## src/rtl/zigzag_input_ctrl_pkg.sv

```systemverilog
`default_nettype none
// ============================================================================
//  Module   : zigzag_input_pkg
//  Brief    : Shared scancodes, joystick bit positions and coin FSM state type
//             for the ZigZag input stage.
//  Revision : 1.0
// ============================================================================
package zigzag_input_pkg;

    // Arrow keys: the extended flag is not checked for these
    localparam logic [7:0] c_SC_UP      = 8'h75;
    localparam logic [7:0] c_SC_DOWN    = 8'h72;
    localparam logic [7:0] c_SC_LEFT    = 8'h6B;
    localparam logic [7:0] c_SC_RIGHT   = 8'h74;

    // All remaining keys must arrive with the extended flag clear
    localparam logic [7:0] c_SC_FIRE_A  = 8'h29;
    localparam logic [7:0] c_SC_FIRE_B  = 8'h14;
    localparam logic [7:0] c_SC_F1      = 8'h05;
    localparam logic [7:0] c_SC_F2      = 8'h06;
    localparam logic [7:0] c_SC_1       = 8'h16;
    localparam logic [7:0] c_SC_2       = 8'h1E;
    localparam logic [7:0] c_SC_COIN_A  = 8'h2E;
    localparam logic [7:0] c_SC_COIN_B  = 8'h36;
    localparam logic [7:0] c_SC_P2_UP   = 8'h2D;
    localparam logic [7:0] c_SC_P2_DOWN = 8'h2B;
    localparam logic [7:0] c_SC_P2_LEFT = 8'h23;
    localparam logic [7:0] c_SC_P2_RGHT = 8'h34;
    localparam logic [7:0] c_SC_P2_FIRE = 8'h1C;
    localparam logic [7:0] c_SC_TEST    = 8'h2C;

    localparam int c_JOY_R      = 0;
    localparam int c_JOY_L      = 1;
    localparam int c_JOY_D      = 2;
    localparam int c_JOY_U      = 3;
    localparam int c_JOY_FIRE   = 4;
    localparam int c_JOY_START1 = 5;
    localparam int c_JOY_START2 = 6;

    typedef enum logic [1:0] {
        IDLE  = 2'd0,
        PULSE = 2'd1,
        GAP   = 2'd2
    } coin_state_t;

endpackage
`default_nettype wire

```

## src/rtl/zigzag_input_ctrl_if.sv

```systemverilog
`default_nettype none
// ============================================================================
//  Module   : zigzag_input_ctrl_if
//  Brief    : Host-side key/joystick inputs and decoded core controls.
//  Revision : 1.0
// ============================================================================
interface zigzag_input_ctrl_if;
    logic [10:0] ps2_key;
    logic [15:0] joystick_0;
    logic [15:0] joystick_1;
    logic        no_rotate;
    logic        up, down, left, right, fire;
    logic        up2, down2, left2, right2, fire2;
    logic        start1, start2;
    logic        coin;
    logic        test;

    modport master (
        output ps2_key, joystick_0, joystick_1, no_rotate,
        input  up, down, left, right, fire,
        input  up2, down2, left2, right2, fire2,
        input  start1, start2, coin, test
    );

    modport slave (
        input  ps2_key, joystick_0, joystick_1, no_rotate,
        output up, down, left, right, fire,
        output up2, down2, left2, right2, fire2,
        output start1, start2, coin, test
    );
endinterface
`default_nettype wire

```

## src/rtl/zigzag_input_ctrl_coin_pulse_gen.sv

```systemverilog
`default_nettype none
// ============================================================================
//  Module   : coin_pulse_gen
//  Brief    : Turns rising edges of a coin request into fixed-width pulses
//             separated by a guaranteed low gap; one edge may be queued.
//  Revision : 1.0
// ============================================================================
module coin_pulse_gen
    import zigzag_input_pkg::*;
#(
    parameter int COIN_PULSE = 1_200_000,
    parameter int COIN_GAP   = 1_200_000,
    parameter int CNT_W      = 21
) (
    input  logic clk_sys,
    input  logic reset,
    input  logic i_req,
    output logic o_coin
);
    logic              r_req, r_req_d;
    logic              w_edge;
    coin_state_t       r_state, w_state_nxt;
    logic [CNT_W-1:0]  r_cnt, w_cnt_nxt;
    logic              r_pending, w_pending_nxt;

    assign w_edge = r_req & ~r_req_d;
    assign o_coin = (r_state == PULSE);

    always_ff @(posedge clk_sys or posedge reset) begin
        if (reset) begin
            r_req     <= 1'b0;
            r_req_d   <= 1'b0;
            r_state   <= IDLE;
            r_cnt     <= '0;
            r_pending <= 1'b0;
        end else begin
            r_req     <= i_req;
            r_req_d   <= r_req;
            r_state   <= w_state_nxt;
            r_cnt     <= w_cnt_nxt;
            r_pending <= w_pending_nxt;
        end
    end

    // An edge arriving on the very cycle IDLE is left is absorbed by that pulse
    always_comb begin
        w_state_nxt   = r_state;
        w_cnt_nxt     = r_cnt;
        w_pending_nxt = r_pending;
        case (r_state)
            IDLE: begin
                if (w_edge || r_pending) begin
                    w_state_nxt   = PULSE;
                    w_cnt_nxt     = '0;
                    w_pending_nxt = 1'b0;
                end
            end
            PULSE: begin
                if (w_edge) w_pending_nxt = 1'b1;
                if (r_cnt == CNT_W'(COIN_PULSE - 1)) begin
                    w_state_nxt = GAP;
                    w_cnt_nxt   = '0;
                end else begin
                    w_cnt_nxt = r_cnt + CNT_W'(1);
                end
            end
            GAP: begin
                if (w_edge) w_pending_nxt = 1'b1;
                if (r_cnt == CNT_W'(COIN_GAP - 1)) begin
                    w_state_nxt = IDLE;
                    w_cnt_nxt   = '0;
                end else begin
                    w_cnt_nxt = r_cnt + CNT_W'(1);
                end
            end
            default: begin
                w_state_nxt = IDLE;
                w_cnt_nxt   = '0;
            end
        endcase
    end
endmodule
`default_nettype wire

```

## src/rtl/zigzag_input_ctrl.sv

```systemverilog
`default_nettype none
// ============================================================================
//  Module   : zigzag_input_ctrl
//  Brief    : Decodes PS/2 key events and both joysticks into registered
//             per-player controls with orientation remap and coin shaping.
//  Revision : 1.0
// ============================================================================
module zigzag_input_ctrl
    import zigzag_input_pkg::*;
#(
    parameter int COIN_PULSE = 1_200_000,
    parameter int COIN_GAP   = 1_200_000,
    parameter int CNT_W      = 21
) (
    input  logic               clk_sys,
    input  logic               reset,
    zigzag_input_ctrl_if.slave bus
);
    logic       w_strobe, w_pressed, w_ext, w_event, w_std_event;
    logic [7:0] w_code;
    logic       r_primed, r_toggle;

    logic r_k_up, r_k_down, r_k_left, r_k_right, r_k_fire;
    logic r_k_up2, r_k_down2, r_k_left2, r_k_right2, r_k_fire2;
    logic r_k_start1, r_k_start2, r_k_coin, r_k_test;

    assign w_strobe    = bus.ps2_key[10];
    assign w_pressed   = bus.ps2_key[9];
    assign w_ext       = bus.ps2_key[8];
    assign w_code      = bus.ps2_key[7:0];
    // Until primed, the tracker only samples the strobe so reset never fakes an event
    assign w_event     = r_primed & (w_strobe != r_toggle);
    assign w_std_event = w_event & ~w_ext;

    always_ff @(posedge clk_sys or posedge reset) begin
        if (reset) begin
            r_primed   <= 1'b0;
            r_toggle   <= 1'b0;
            r_k_up     <= 1'b0;
            r_k_down   <= 1'b0;
            r_k_left   <= 1'b0;
            r_k_right  <= 1'b0;
            r_k_fire   <= 1'b0;
            r_k_up2    <= 1'b0;
            r_k_down2  <= 1'b0;
            r_k_left2  <= 1'b0;
            r_k_right2 <= 1'b0;
            r_k_fire2  <= 1'b0;
            r_k_start1 <= 1'b0;
            r_k_start2 <= 1'b0;
            r_k_coin   <= 1'b0;
            r_k_test   <= 1'b0;
        end else begin
            r_primed <= 1'b1;
            r_toggle <= w_strobe;
            if (w_event) begin
                case (w_code)
                    c_SC_UP:    r_k_up    <= w_pressed;
                    c_SC_DOWN:  r_k_down  <= w_pressed;
                    c_SC_LEFT:  r_k_left  <= w_pressed;
                    c_SC_RIGHT: r_k_right <= w_pressed;
                    default: ;
                endcase
            end
            if (w_std_event) begin
                case (w_code)
                    c_SC_FIRE_A, c_SC_FIRE_B: r_k_fire   <= w_pressed;
                    c_SC_F1, c_SC_1:          r_k_start1 <= w_pressed;
                    c_SC_F2, c_SC_2:          r_k_start2 <= w_pressed;
                    c_SC_COIN_A, c_SC_COIN_B: r_k_coin   <= w_pressed;
                    c_SC_P2_UP:               r_k_up2    <= w_pressed;
                    c_SC_P2_DOWN:             r_k_down2  <= w_pressed;
                    c_SC_P2_LEFT:             r_k_left2  <= w_pressed;
                    c_SC_P2_RGHT:             r_k_right2 <= w_pressed;
                    c_SC_P2_FIRE:             r_k_fire2  <= w_pressed;
                    c_SC_TEST:                r_k_test   <= w_pressed;
                    default: ;
                endcase
            end
        end
    end

    logic w_u1, w_d1, w_l1, w_r1, w_u2, w_d2, w_l2, w_r2;
    logic w_start1, w_start2, w_coin_req;
    logic w_unused_joy;

    assign w_u1 = r_k_up     | bus.joystick_0[c_JOY_U];
    assign w_d1 = r_k_down   | bus.joystick_0[c_JOY_D];
    assign w_l1 = r_k_left   | bus.joystick_0[c_JOY_L];
    assign w_r1 = r_k_right  | bus.joystick_0[c_JOY_R];
    assign w_u2 = r_k_up2    | bus.joystick_1[c_JOY_U];
    assign w_d2 = r_k_down2  | bus.joystick_1[c_JOY_D];
    assign w_l2 = r_k_left2  | bus.joystick_1[c_JOY_L];
    assign w_r2 = r_k_right2 | bus.joystick_1[c_JOY_R];

    assign w_start1   = r_k_start1 | bus.joystick_0[c_JOY_START1] | bus.joystick_1[c_JOY_START1];
    assign w_start2   = r_k_start2 | bus.joystick_0[c_JOY_START2] | bus.joystick_1[c_JOY_START2];
    // Pressing start also drops a coin so a single button begins a game
    assign w_coin_req = r_k_coin | w_start1 | w_start2;

    assign w_unused_joy = ^{bus.joystick_0[15:7], bus.joystick_1[15:7]};

    logic r_up, r_down, r_left, r_right, r_fire;
    logic r_up2, r_down2, r_left2, r_right2, r_fire2;
    logic r_start1, r_start2, r_test;

    // Horizontal cabinet: stick rotated a quarter turn relative to the screen
    always_ff @(posedge clk_sys or posedge reset) begin
        if (reset) begin
            r_up     <= 1'b0;
            r_down   <= 1'b0;
            r_left   <= 1'b0;
            r_right  <= 1'b0;
            r_fire   <= 1'b0;
            r_up2    <= 1'b0;
            r_down2  <= 1'b0;
            r_left2  <= 1'b0;
            r_right2 <= 1'b0;
            r_fire2  <= 1'b0;
            r_start1 <= 1'b0;
            r_start2 <= 1'b0;
            r_test   <= 1'b0;
        end else begin
            r_up     <= bus.no_rotate ? w_l1 : w_u1;
            r_down   <= bus.no_rotate ? w_r1 : w_d1;
            r_left   <= bus.no_rotate ? w_d1 : w_l1;
            r_right  <= bus.no_rotate ? w_u1 : w_r1;
            r_up2    <= bus.no_rotate ? w_l2 : w_u2;
            r_down2  <= bus.no_rotate ? w_r2 : w_d2;
            r_left2  <= bus.no_rotate ? w_d2 : w_l2;
            r_right2 <= bus.no_rotate ? w_u2 : w_r2;
            r_fire   <= r_k_fire  | bus.joystick_0[c_JOY_FIRE];
            r_fire2  <= r_k_fire2 | bus.joystick_1[c_JOY_FIRE];
            r_start1 <= w_start1;
            r_start2 <= w_start2;
            r_test   <= r_k_test;
        end
    end

    assign bus.up     = r_up;
    assign bus.down   = r_down;
    assign bus.left   = r_left;
    assign bus.right  = r_right;
    assign bus.fire   = r_fire;
    assign bus.up2    = r_up2;
    assign bus.down2  = r_down2;
    assign bus.left2  = r_left2;
    assign bus.right2 = r_right2;
    assign bus.fire2  = r_fire2;
    assign bus.start1 = r_start1;
    assign bus.start2 = r_start2;
    assign bus.test   = r_test;

    coin_pulse_gen #(
        .COIN_PULSE (COIN_PULSE),
        .COIN_GAP   (COIN_GAP),
        .CNT_W      (CNT_W)
    ) u_coin (
        .clk_sys (clk_sys),
        .reset   (reset),
        .i_req   (w_coin_req),
        .o_coin  (bus.coin)
    );
endmodule
`default_nettype wire

```

## src/flat_wrapper.sv

```systemverilog
// flat-port wrapper written by rule: the top's interface ports become plain ports
module zigzag_input_ctrl_flat import zigzag_input_pkg::*;
#(
    parameter int COIN_PULSE = 1_200_000,
    parameter int COIN_GAP   = 1_200_000,
    parameter int CNT_W      = 21
)
  (clk_sys, reset, bus_ps2_key, bus_joystick_0, bus_joystick_1, bus_no_rotate, bus_up, bus_down, bus_left, bus_right, bus_fire, bus_up2, bus_down2, bus_left2, bus_right2, bus_fire2, bus_start1, bus_start2, bus_coin, bus_test);
  zigzag_input_ctrl_if bus_i ();
  input  logic clk_sys;
  input  logic reset;
  input wire logic [$bits(bus_i.ps2_key)-1:0] bus_ps2_key;
  input wire logic [$bits(bus_i.joystick_0)-1:0] bus_joystick_0;
  input wire logic [$bits(bus_i.joystick_1)-1:0] bus_joystick_1;
  input wire logic [$bits(bus_i.no_rotate)-1:0] bus_no_rotate;
  output wire logic [$bits(bus_i.up)-1:0] bus_up;
  output wire logic [$bits(bus_i.down)-1:0] bus_down;
  output wire logic [$bits(bus_i.left)-1:0] bus_left;
  output wire logic [$bits(bus_i.right)-1:0] bus_right;
  output wire logic [$bits(bus_i.fire)-1:0] bus_fire;
  output wire logic [$bits(bus_i.up2)-1:0] bus_up2;
  output wire logic [$bits(bus_i.down2)-1:0] bus_down2;
  output wire logic [$bits(bus_i.left2)-1:0] bus_left2;
  output wire logic [$bits(bus_i.right2)-1:0] bus_right2;
  output wire logic [$bits(bus_i.fire2)-1:0] bus_fire2;
  output wire logic [$bits(bus_i.start1)-1:0] bus_start1;
  output wire logic [$bits(bus_i.start2)-1:0] bus_start2;
  output wire logic [$bits(bus_i.coin)-1:0] bus_coin;
  output wire logic [$bits(bus_i.test)-1:0] bus_test;
  assign bus_i.ps2_key = bus_ps2_key;
  assign bus_i.joystick_0 = bus_joystick_0;
  assign bus_i.joystick_1 = bus_joystick_1;
  assign bus_i.no_rotate = bus_no_rotate;
  assign bus_up = bus_i.up;
  assign bus_down = bus_i.down;
  assign bus_left = bus_i.left;
  assign bus_right = bus_i.right;
  assign bus_fire = bus_i.fire;
  assign bus_up2 = bus_i.up2;
  assign bus_down2 = bus_i.down2;
  assign bus_left2 = bus_i.left2;
  assign bus_right2 = bus_i.right2;
  assign bus_fire2 = bus_i.fire2;
  assign bus_start1 = bus_i.start1;
  assign bus_start2 = bus_i.start2;
  assign bus_coin = bus_i.coin;
  assign bus_test = bus_i.test;
  zigzag_input_ctrl #(.COIN_PULSE(COIN_PULSE), .COIN_GAP(COIN_GAP), .CNT_W(CNT_W)) u_core (.clk_sys(clk_sys), .reset(reset), .bus(bus_i));
endmodule
```

## config.mk

```make
export PLATFORM = sky130hd
export DESIGN_NAME = zigzag_input_ctrl_flat
export DESIGN_NICKNAME = d
export VERILOG_FILES = /design/src/rtl/zigzag_input_ctrl_pkg.sv /design/src/rtl/zigzag_input_ctrl_if.sv /design/src/rtl/zigzag_input_ctrl_coin_pulse_gen.sv /design/src/rtl/zigzag_input_ctrl.sv /design/src/flat_wrapper.sv
export SDC_FILE = /design/constraint.sdc
export NUM_CORES = 1
export LEC_CHECK = 0
export CORE_UTILIZATION = 25
export CTS_BUF_LIST = sky130_fd_sc_hd__clkbuf_4 sky130_fd_sc_hd__clkbuf_8 sky130_fd_sc_hd__clkbuf_16
export DETAILED_ROUTE_END_ITERATION = 16
export PLACE_DENSITY = 0.55
export SLEW_MARGIN = 20
export SYNTH_ARGS = -nofsm -noshare
export SYNTH_HDL_FRONTEND = slang
export SYNTH_SLANG_ARGS = --single-unit
```

## constraint.sdc

```tcl
create_clock -name clk_sys -period 3.92 [get_ports clk_sys]
set_input_delay 0.784 -clock clk_sys [delete_from_list [all_inputs] [get_ports clk_sys]]
set_output_delay 0.784 -clock clk_sys [all_outputs]
set_load 0.01 [all_outputs]
```

# After elaboration in Yosys (flattened, before gate mapping)
# Index checks and enable logic that the tools add are counted.
# W data, S select, Z words.
[word_totals]
regBits = 55
inputBits = 46
[op_classes]
n_addsub = 1
n_eq_ne = 26
muxes = 18
bitwise_logic = 21
n_reduce_logical = 24
[op_table]
columns = ["op", "n"]
rows = [
  ["$eq A8 B6 Y1 const B", 8],
  ["$mux W21", 2],
  ["$pmux W21 S2", 1],
  ["$eq A8 B5 Y1 const B", 4],
  ["$eq A8 B7 Y1 const B", 4],
  ["$reduce_and A2 Y1", 14],
  ["$add A21 B1 Y21 const B", 1],
  ["$eq A21 B21 Y1 const B", 1],
  ["$eq A8 B3 Y1 const B", 2],
  ["$or A1 B1 Y1", 16],
  ["$mux W1", 10],
  ["$reduce_or A2 Y1", 5],
  ["$mux W2", 3],
  ["$pmux W2 S3", 1],
  ["$reduce_and A3 Y1", 2],
  ["$ne A2 B1 Y1 const B", 2],
  ["$ne A2 B2 Y1 const B", 2],
  ["$and A1 B1 Y1", 3],
  ["$eq A2 B1 Y1 const B", 1],
  ["$eq A2 B2 Y1 const B", 1],
  ["$logic_not A2 Y1", 1],
  ["$not A1 Y1", 2],
  ["$pmux W1 S2", 1],
  ["$reduce_bool A2 Y1", 1],
  ["2 further kinds", 2],
]

# Longest topological paths before layout
# Gate-level depths: netlist (run 1).
[depth]
depth_word = 5
depth_mapped = 9
depth_no_buf = 7

# By module
# A second synthesis (run 1) with hierarchy kept.
[unflattened]
cells_unflattened = 276
hier_area_um2 = 2827.7
[by_module_without_submodules]
columns = ["module", "n_inst", "cells_each", "area_each_um2", "seq_area_each_um2"]
rows = [
  ["coin_pulse_gen", 1, 161, 1522.7, 650.6],
  ["zigzag_input_ctrl", 1, 115, 1305.0, 725.7],
]

# Worst setup path before layout (run 1)
# Ideal clock, no wire load.
[synth_timing]
path_type = "reg-to-reg"
start = "register u_core.u_coin.r_cnt[12]"
end = "register u_core.u_coin.r_state[0]"
setup_time_ns = 0.125
arrival_ns = 1.960
path_slack_ns = 1.835
path_stages_with_launch = 6
path_buffers = 0
period_less_slack_ns = 2.085
path_cell_list = "dfrtp_1 or4b_4 or4_4 nor2_4 o21ai_2 mux2_4"
[synth_via]
elab_chain_cells = 3
[synth_lines]
columns = ["item", "line_no", "rtl"]
rows = [
  ["from (decl)", "zigzag_input_ctrl_coin_pulse_gen.sv:23", "logic [CNT_W-1:0] r_cnt, w_cnt_nxt;"],
  ["from (signal assigned)", "zigzag_input_ctrl_coin_pulse_gen.sv:40", "r_cnt <= w_cnt_nxt;"],
  ["$eq A21 B21 Y1 (*)", "zigzag_input_ctrl_coin_pulse_gen.sv:60, zigzag_input_ctrl_coin_pulse_gen.sv:69", ""],
  ["$ne A2 B2 Y1 (no source line) or $ne A2 B1 Y1 (tied branches)", "-", ""],
  ["$reduce_and A3 Y1 (no source line) (*)", "-", ""],
  ["to (signal assigned)", "zigzag_input_ctrl_coin_pulse_gen.sv:39", "r_state <= w_state_nxt;"],
  ["to (decl)", "zigzag_input_ctrl_coin_pulse_gen.sv:22", "coin_state_t r_state, w_state_nxt;"],
]
# Every way passes the cells marked *; elsewhere a longest branch is shown, timed or not.
# A chain may end at the register's enable or synchronous reset.

# Final worst setup path (run 1)
[layout_timing]
start = "register u_core.u_coin.r_state[1]"
end = "output bus_coin"
[layout_via]
elab_chain_cells = 1
[layout_lines]
columns = ["item", "line_no", "rtl"]
rows = [
  ["$eq A2 B1 Y1", "zigzag_input_ctrl_coin_pulse_gen.sv:27", "assign o_coin = (r_state == PULSE);"],
  ["to (decl)", "flat_wrapper.sv:28", "output wire logic [$bits(bus_i.coin)-1:0] bus_coin;"],
]
# Every way passes these cells.

==> results.md, run 1 <==
* Clk_skew at 9.325 ps
* Startpoint types: flip-flop
* IO buf count at 41
* DRT iter0 DRCs at 87
* Clk_lat worst skew at 310 ps
* Clock-pin slew on the worst setup and hold paths at 110 ps
* Sum Neg Setup Slack at 0 ps
* TritonCTS Buffers at 5
* Post-synth top area cell: dfrtp_1
* RSZ-0062 raised after global routing: no
* Worst slew pin tran at 788.6 ps
* Share of cells above drive strength 1 at 11.69%
* Prevailing post-synth register cell: dfrtp_1
* CTS tree: built
* Critical path buffers and inverters at 2
* Initial Util at 25.63%
* Total chip power at 1375 uW
* Largest net degree at the start of global routing at 36
* Biggest register: u_core.u_coin.r_cnt
* Register area at 1376 sq um
* Floorplan core area at 10840 sq um
* Router iterations before antenna repair at 4
* Slowest cell on the critical path: clkdlybuf4s50_1
* XOR/XNOR share of the synthesized area at 0.6303%
* DRC viols at 0
* Mux contribution to synthesized area at 7.699%
* Top post-synthesis cells by area: dfrtp_1 50%, mux2_2 6.1%, a21oi_1 4.3%, nand2_1 3.4%, nor3_1 2.9%
* CP delay by family, top: buffers and inverters
* Initial antenna violation count at 0
* Number of global-route vias before repair at 2273
* Arrival time worst endpoint at 1590 ps
* Post-synth ARST share at 100.0%
* Kind of critical path: flip-flop to output pin
* Final instance area at 3453 sq um
* Simple-gate area share of the yosys netlist at 24.72%
* Number of flip-flops in the largest register at 21
* Mean Syn Cell Area at 9.819 sq um
* Post-Synthesis Cells at 283
* Vias per cell at 4.802
* Synth warn at 0
* Clk buf depth at 2
* Synth Net Count at 334
* Post-synthesis compound-gate area fraction at 12.16%
* Status: finished, final reports clean
* Yosys cell types at 47
* Adder-cell share of the synthesized area at 2.251%
* Final ANT Viol Nets at 0
* FF+latch count, synth at 55
* Setup ws final at 1551 ps
* Area taken by multi-input logic gates at 1329 sq um
* DIE AREA at 11540 sq um
* Total number of vias at 2233
* HP Class: flip-flop to flip-flop
* H-tree lvl count at 2
* I/O pin count at 60
* LEAKAGE at 0.001376 uW
* First-pass GRT wire length at 10.49 mm
* WL/cell at 13.04 um
* Largest stage delay, worst path at 550 ps
* Post-Synthesis Cell Area at 2779 sq um
* Post-CTS Resized at 0
* Tot GR Track Use at 11.44%
* Max-slew violation count at 0
* Overflow after GRT at 0
* Synth-to-Final Area Change at 24.27%
* Post-Route WL at 6.065 mm
* Die Y at 107.4 um
* Antenna Diode Count at 0
* Clock sinks at 55
* Die X at 107.4 um
* Peak VDD IR at 0.2021 mV
* WP data required at 3140 ps
* Final GP Congestion at 0.7742
* CTS root buf: clkbuf_8
* Post-synth top area share at 49.53%
* Hold buffer count at CTS at 0
* Tmin final at 2369 ps
* DP Worst Slack at 1311 ps
* CP Cell Sequence: inv_1, ha_1, clkdlybuf4s50_1
* Final Cycle Share at 60.44%
* CP endpoint kind: output pin
* Fmax at 422.1 MHz
* Crit-path max FO at 3
* Setup Buffers After CTS at 0
* Fillers at 1153
* Post-synth EDFFs at 0
* Register area share after synthesis at 49.53%
* Setup-failing EPs final at 0
* Hpwl dp at 4.476 mm
* Final Hold Vio Count at 0
* Pwr/cell area at 398.2 nW/um^2
* Nets@finish at 375
* Largest family of logic cells by synthesized area: simple AND/OR/NAND/NOR gates
* Slew headroom at 47.43%
* Maxcap violations at 0
* Biggest regs: u_core.u_coin.r_cnt (21), u_core.u_coin.r_state (2)
* FP Rows at 38
* Placed cell area at 3344 sq um
layout make-up:
class                           count  area share [%]
Timing Repair Buffer               43           12.32
Clock buffer                        5           1.993
Sequential cell                    55           39.86
Tap cell                          140           5.072
Clock inverter                      3          0.9783
Multi-Input combinational cell    207           38.48
Inverter                           12           1.304
power breakdown:
part | leakage [uW] | internal (uW) | switching, uW | total [uW]
logic | 0.000610 | 163 | 240 | 403
clock network | 0.0000515 | 135 | 210 | 345
registers | 0.000715 | 601 | 26.1 | 627
total | 0.00138 | 899 | 476 | 1380
per-layer routing:
metal  routed length [um]  up-vias  part of all wire (%)  track usage [%]
li1                     -     1101                     -                -
met1                 2681     1079                    44            13.88
met2                 2977       49                    49            19.91
met3                  378        4                   6.2            3.692
met4                   27        0                  0.45            2.055
met5                    0        -                     0                0
through the flow:
stage / hold WS [ps] / cells / utilization [%]
2_1_floorplan: 348.6 / 283 / -
4_1_cts: 387.3 / 465 / 31.80
3_3_place_gp: 360.0 / 457 / 30.85
3_5_place_dp: 361.4 / 457 / 30.85
5_1_grt: 401.5 / 465 / 31.86
6_report: 382.9 / 465 / 31.86
cells by family after synthesis:
| logic type | after synthesis |
|---|---|
| and+or+nand+nor | 125 |
| xor gates and xnor gates | 2 |
| adders and majority gates | 5 |
| buffers and inverters | 21 |
| DFF | 55 |
| AOI/OAI and AO/OA | 55 |
| other | 1 |
| muxes | 19 |
cells in the final DEF, fill, tap and decap left out, types with 2 or more instances in the layout:
cell             netlist  routed
nand3b_1               7       7
inv_1                 12      11
clkdlybuf4s50_1        0      41
or3_1                  5       5
ha_1                   5       5
nand2b_1               4       4
xor2_1                 2       2
clkbuf_8               0       5
nor4_1                 5       4
nor2_1                20      20
nand4b_1               4       4
or2_2                  3       3
mux2i_1                3       3
mux2_2                15      15
nor3_1                16      16
o21ai_1                3       3
or4_1                  2       2
a21bo_1                2       2
and3_1                 2       2
o31ai_1                2       2
nand2_1               25      25
dfrtp_1               55      55
nand4_1                7       7
nor2b_1                4       4
a21oi_1               24      24
a21o_1                 2       2
buf_4                  0       2
o21ai_0               12      12
or4_4                  2       2
nand3_1               13      13
synth_stat cells (2+ instances only):
cell type and number:
nand2_1 25, o21ai_1 3, mux2i_1 3, clkbuf_1 8, and3_1 2, a21o_1 2
nand4_1 7, or4_4 2, xor2_1 2, nand3b_1 7, a21oi_1 24, or4_1 2
or2_2 3, dfrtp_1 55, nor2_1 20, nor2b_1 4, nand3_1 13, or3_1 5
o31ai_1 2, nand2b_1 4, nand4b_1 4, inv_1 12, a21bo_1 2, ha_1 5
nor3_1 16, mux2_2 15, nor4_1 5, o21ai_0 12
worst paths after layout:
check / from / to / slack, ps / cells past startpoint
max: u_core.u_coin.r_state[1]$_DFFE_PP0P_ / bus_coin / 1550 / 3
min: u_core.r_k_test$_DFFE_PP0P_ / u_core.bus.test$_DFF_PP0_ / 380 / 0
max reg2reg: u_core.u_coin.r_cnt[12]$_DFFE_PP0P_ / u_core.u_coin.r_cnt[12]$_DFFE_PP0P_ / 1690 / 4
min reg2reg: u_core.r_k_test$_DFFE_PP0P_ / u_core.bus.test$_DFF_PP0_ / 380 / 0
max in group asynchronous: reset / u_core.u_coin.r_cnt[9]$_DFFE_PP0P_ / 2330 / 3
min in group asynchronous: reset / u_core.bus.fire$_DFF_PP0_ / 770 / 2
(Power assumes the default switching activity.)
==> run 2, diff against run 1 <==
--- a/config.mk
+++ b/config.mk
@@ -8,7 +8,7 @@
 export CORE_UTILIZATION = 25
 export CTS_BUF_LIST = sky130_fd_sc_hd__clkbuf_4 sky130_fd_sc_hd__clkbuf_8 sky130_fd_sc_hd__clkbuf_16
 export DETAILED_ROUTE_END_ITERATION = 16
-export PLACE_DENSITY = 0.55
+export PLACE_DENSITY = 0.57
 export SLEW_MARGIN = 20
 export SYNTH_ARGS = -nofsm -noshare
 export SYNTH_HDL_FRONTEND = slang
==> constraint.sdc (replaced) <==
create_clock -name clk_sys -period 2 [get_ports clk_sys]
set_input_delay 0.4 -clock clk_sys [delete_from_list [all_inputs] [get_ports clk_sys]]
set_output_delay 0.4 -clock clk_sys [all_outputs]
set_load 0.01 [all_outputs]
==> run 2 against run 1 <==
Compared with the run above: the run now ends with setup timing left; core utilization up 2.5 points; non-clock buffer count increased by 33; via count up 5.1%; die area did not move; hold slack worse by 56 ps; worst setup slack worse by 1600 ps; highest routed layer unchanged.
==> results.md, run 2 (synthesis results as in run 1) <==
* First-pass GRT wire length at 10.95 mm (was 10.49 mm)
* GR Util met1 at 14.74% (was 13.88%)
* CTS root buf: clkbuf_8 (unchanged)
* WP data required at 2190 ps (was 3140 ps)
* Peak VDD IR at 0.3002 mV (was 0.2021 mV)
* Initial Util at 25.63% (unchanged)
* WL/cell at 12.11 um (was 13.04 um)
* R2r startpoint: u_core.u_coin.r_cnt[19]$_DFFE_PP0P_ (was u_core.u_coin.r_cnt[12]$_DFFE_PP0P_)
* Total chip power at 2869 uW (was 1375 uW)
* Clock sinks at 55 (unchanged)
* TritonCTS Buffers at 5 (unchanged)
* Failing checks: setup timing
* R2R depth at 5 (was 4)
* Largest net degree at the start of global routing at 43 (was 36)
* Synth-to-Final Area Change at 34.04% (was 24.27%)
* Worst slew pin tran at 495.6 ps (was 788.6 ps)
* Largest stage delay, worst path at 560 ps (was 550 ps)
* Most used routing layer: met2 (unchanged)
* Initial antenna violation count at 0 (unchanged)
* M2 GR Usage at 20.23% (was 19.91%)
* Post-Route WL at 6.033 mm (was 6.065 mm)
* Final Hold Vio Count at 0 (unchanged)
* Number of flip-flops in the largest register at 21 (unchanged)
* LEAKAGE at 0.001545 uW (was 0.001376 uW)
* Total number of vias at 2347 (was 2233)
* R2r setup slk at -60 ps (was 1690 ps)
* Clock-pin slew on the worst setup and hold paths at 120 ps (was 110 ps)
* CP Cell Sequence: or4bb_1, or4_4, o21ai_4, buf_4, o221ai_1 (was inv_1, ha_1, clkdlybuf4s50_1)
* Final GP Congestion at 0.8369 (was 0.7742)
* Routing usage on met3 at 3.995% (was 3.692%)
* Overflow after GRT at 0 (unchanged)
* Setup ws final at -56.74 ps (was 1551 ps)
* H-tree lvl count at 2 (unchanged)
* Commonest non-fill, non-tap cells in the layout: 55 x dfrtp_1, 40 x clkdlybuf4s50_1, 34 x buf_4 (was 55 x dfrtp_1, 41 x clkdlybuf4s50_1, 25 x nand2_1)
* Slowest cell on the critical path: or4_4 (was clkdlybuf4s50_1)
* Final Cycle Share at 102.8%
* Fmax at 486.2 MHz
* Nets@finish at 408 (was 375)
* Combinational Power Share at 33.2% (was 29.3%)
* RSZ-0062 raised after global routing: yes (was no)
* Clock power share at 23.8% (was 25.1%)
* Startpoint types: flip-flop (unchanged)
* Non-Filler Instances at 498 (was 465)
* Final ANT Viol Nets at 0 (unchanged)
* IO buf count at 41 (unchanged)
* DRT iter0 DRCs at 64 (was 87)
* FP Rows at 38 (unchanged)
* Tot GR Track Use at 11.90% (was 11.44%)
* Number of global-route vias before repair at 2442 (was 2273)
* Clk_skew at 11.16 ps (was 9.325 ps)
* CTS tree: built (unchanged)
* Net Sw Frac at 33.87% (was 34.63%)
* Max-slew violation count at 0 (unchanged)
* Slew headroom at 66.86% (was 47.43%)
* Die Y at 107.4 um (unchanged)
* Biggest regs: u_core.u_coin.r_cnt (21), u_core.u_coin.r_state (2) (unchanged)
* Floorplan core area at 10840 sq um (unchanged)
* DRC viols at 0 (unchanged)
* Maxcap violations at 0 (unchanged)
* Kind of critical path: flip-flop to flip-flop (was flip-flop to output pin)
* Crit-path max FO at 4 (was 3)
* Hpwl dp at 4.606 mm (was 4.476 mm)
* Tmin final at 2057 ps
* Die X at 107.4 um (unchanged)
* HP Class: input port to asynchronous set/reset pin (was flip-flop to flip-flop)
* Hold buffer count at CTS at 0 (unchanged)
* Setup-failing EPs final at 5 (was 0)
* Status: finished with violations (was finished, final reports clean)
* P_int at 1897 uW (was 899.0 uW)
* Share of cells above drive strength 1 at 20.11% (was 11.69%)
* Worst R2R End: u_core.u_coin.r_cnt[14]$_DFFE_PP0P_ (was u_core.u_coin.r_cnt[12]$_DFFE_PP0P_)
* Biggest register: u_core.u_coin.r_cnt (unchanged)
* DIE AREA at 11540 sq um (unchanged)
* Router iterations before antenna repair at 4 (unchanged)
* Arrival time worst endpoint at 2250 ps (was 1590 ps)
* DP Worst Slack at -174.4 ps (was 1311 ps)
* Net Sw Power at 971.6 uW (was 476.2 uW)
* CP endpoint kind: flip-flop (was output pin)
* Sequential power share at 43.0% (was 45.6%)
* I/O pin count at 60 (unchanged)
* Vias per cell at 4.713 (was 4.802)
* Clk_lat worst skew at 320 ps (was 310 ps)
* Commonest non-fill, non-tap cell in the layout: dfrtp_1 (unchanged)
* Antenna Diode Count at 0 (unchanged)
* Pwr/cell area at 770.2 nW/um^2 (was 398.2 nW/um^2)
* Clk buf depth at 2 (unchanged)
* Post-Place Cells at 489 (was 457)
[run 2: changes by cell type in the layout (fill, tap and decap cells not counted)]
cell / previous run / this run
buf_12: 0 / 1
buf_4: 2 / 34
clkdlybuf4s50_1: 41 / 40
dlygate4sd2_1: 0 / 1
ha_1: 5 / 4
ha_4: 0 / 1
[run 2: worst max-delay path by stage]
stage / end / startpoint / cells past startpoint
finish: u_core.u_coin.r_cnt[14]$_DFFE_PP0P_ / u_core.u_coin.r_cnt[19]$_DFFE_PP0P_ / 5
global route: u_core.u_coin.r_state[0]$_DFFE_PP0P_ / u_core.u_coin.r_cnt[19]$_DFFE_PP0P_ / 5
CTS: u_core.u_coin.r_state[0]$_DFFE_PP0P_ / u_core.u_coin.r_cnt[18]$_DFFE_PP0P_ / 5
detailed placement: u_core.r_k_up2$_DFFE_PP0P_ / bus_ps2_key[10] / 6
global placement: u_core.r_k_up2$_DFFE_PP0P_ / bus_ps2_key[10] / 6
floorplan: u_core.u_coin.r_state[0]$_DFFE_PP0P_ / u_core.u_coin.r_cnt[19]$_DFFE_PP0P_ / 5
[run 2: critical path, delay by kind of cell (launching register included)]
| family | cells | cell delay [ps] |
|---|---|---|
| flops | 1 | 390 |
| compound gates | 2 | 310 |
| simple gates | 2 | 1090 |
| buf+inv | 1 | 140 |
[run 2: stage by stage]
stage          setup TNS, ps  hold WS (ps)  utilization, %  cell area [sq um]
2_1_floorplan        -0.5427         348.6               -               2779
3_3_place_gp           -1364         359.2           33.18               3597
3_5_place_dp           -1722         367.4           33.18               3597
4_1_cts               -327.7         338.4           34.19               3706
5_1_grt                -1321         361.1           34.36               3725
6_report              -204.0         327.4           34.36               3725
[run 2: layout make-up]
| class | instances | area [sq um] |
|---|---|---|
| Fill cell | 1143 | 7116 |
| Sequential cell | 55 | 1376 |
| Multi-Input combinational cell | 207 | 1341 |
| Timing Repair Buffer | 76 | 684.4 |
| Tap cell | 140 | 175.2 |
| Clock buffer | 5 | 68.82 |
| Inverter | 12 | 45.04 |
| Clock inverter | 3 | 33.78 |
[run 2: power by group through the flow]
stage          combinational, uW  sequential, uW  clock, uW
2_1_floorplan                528            1250          0
3_3_place_gp                 956            1250          0
3_5_place_dp                 967            1250          0
4_1_cts                      961            1230        707
5_1_grt                     1070            1250        754
6_report                     952            1230        683
[run 2: what timing repair did]
item / CTS / global route
buffers inserted: 1 / 0
pin swaps: 8 / 2
endpoints found under the setup margin: 7 / 19
gates resized for setup: 1 / 3
[run 2: metal layers]
| metal | vias up | part of all wire, % |
|---|---|---|
| met5 | - | 0 |
| met4 | 0 | 0.55 |
| met3 | 4 | 6.4 |
| met2 | 58 | 47 |
| met1 | 1125 | 46 |
| li1 | 1160 | - |
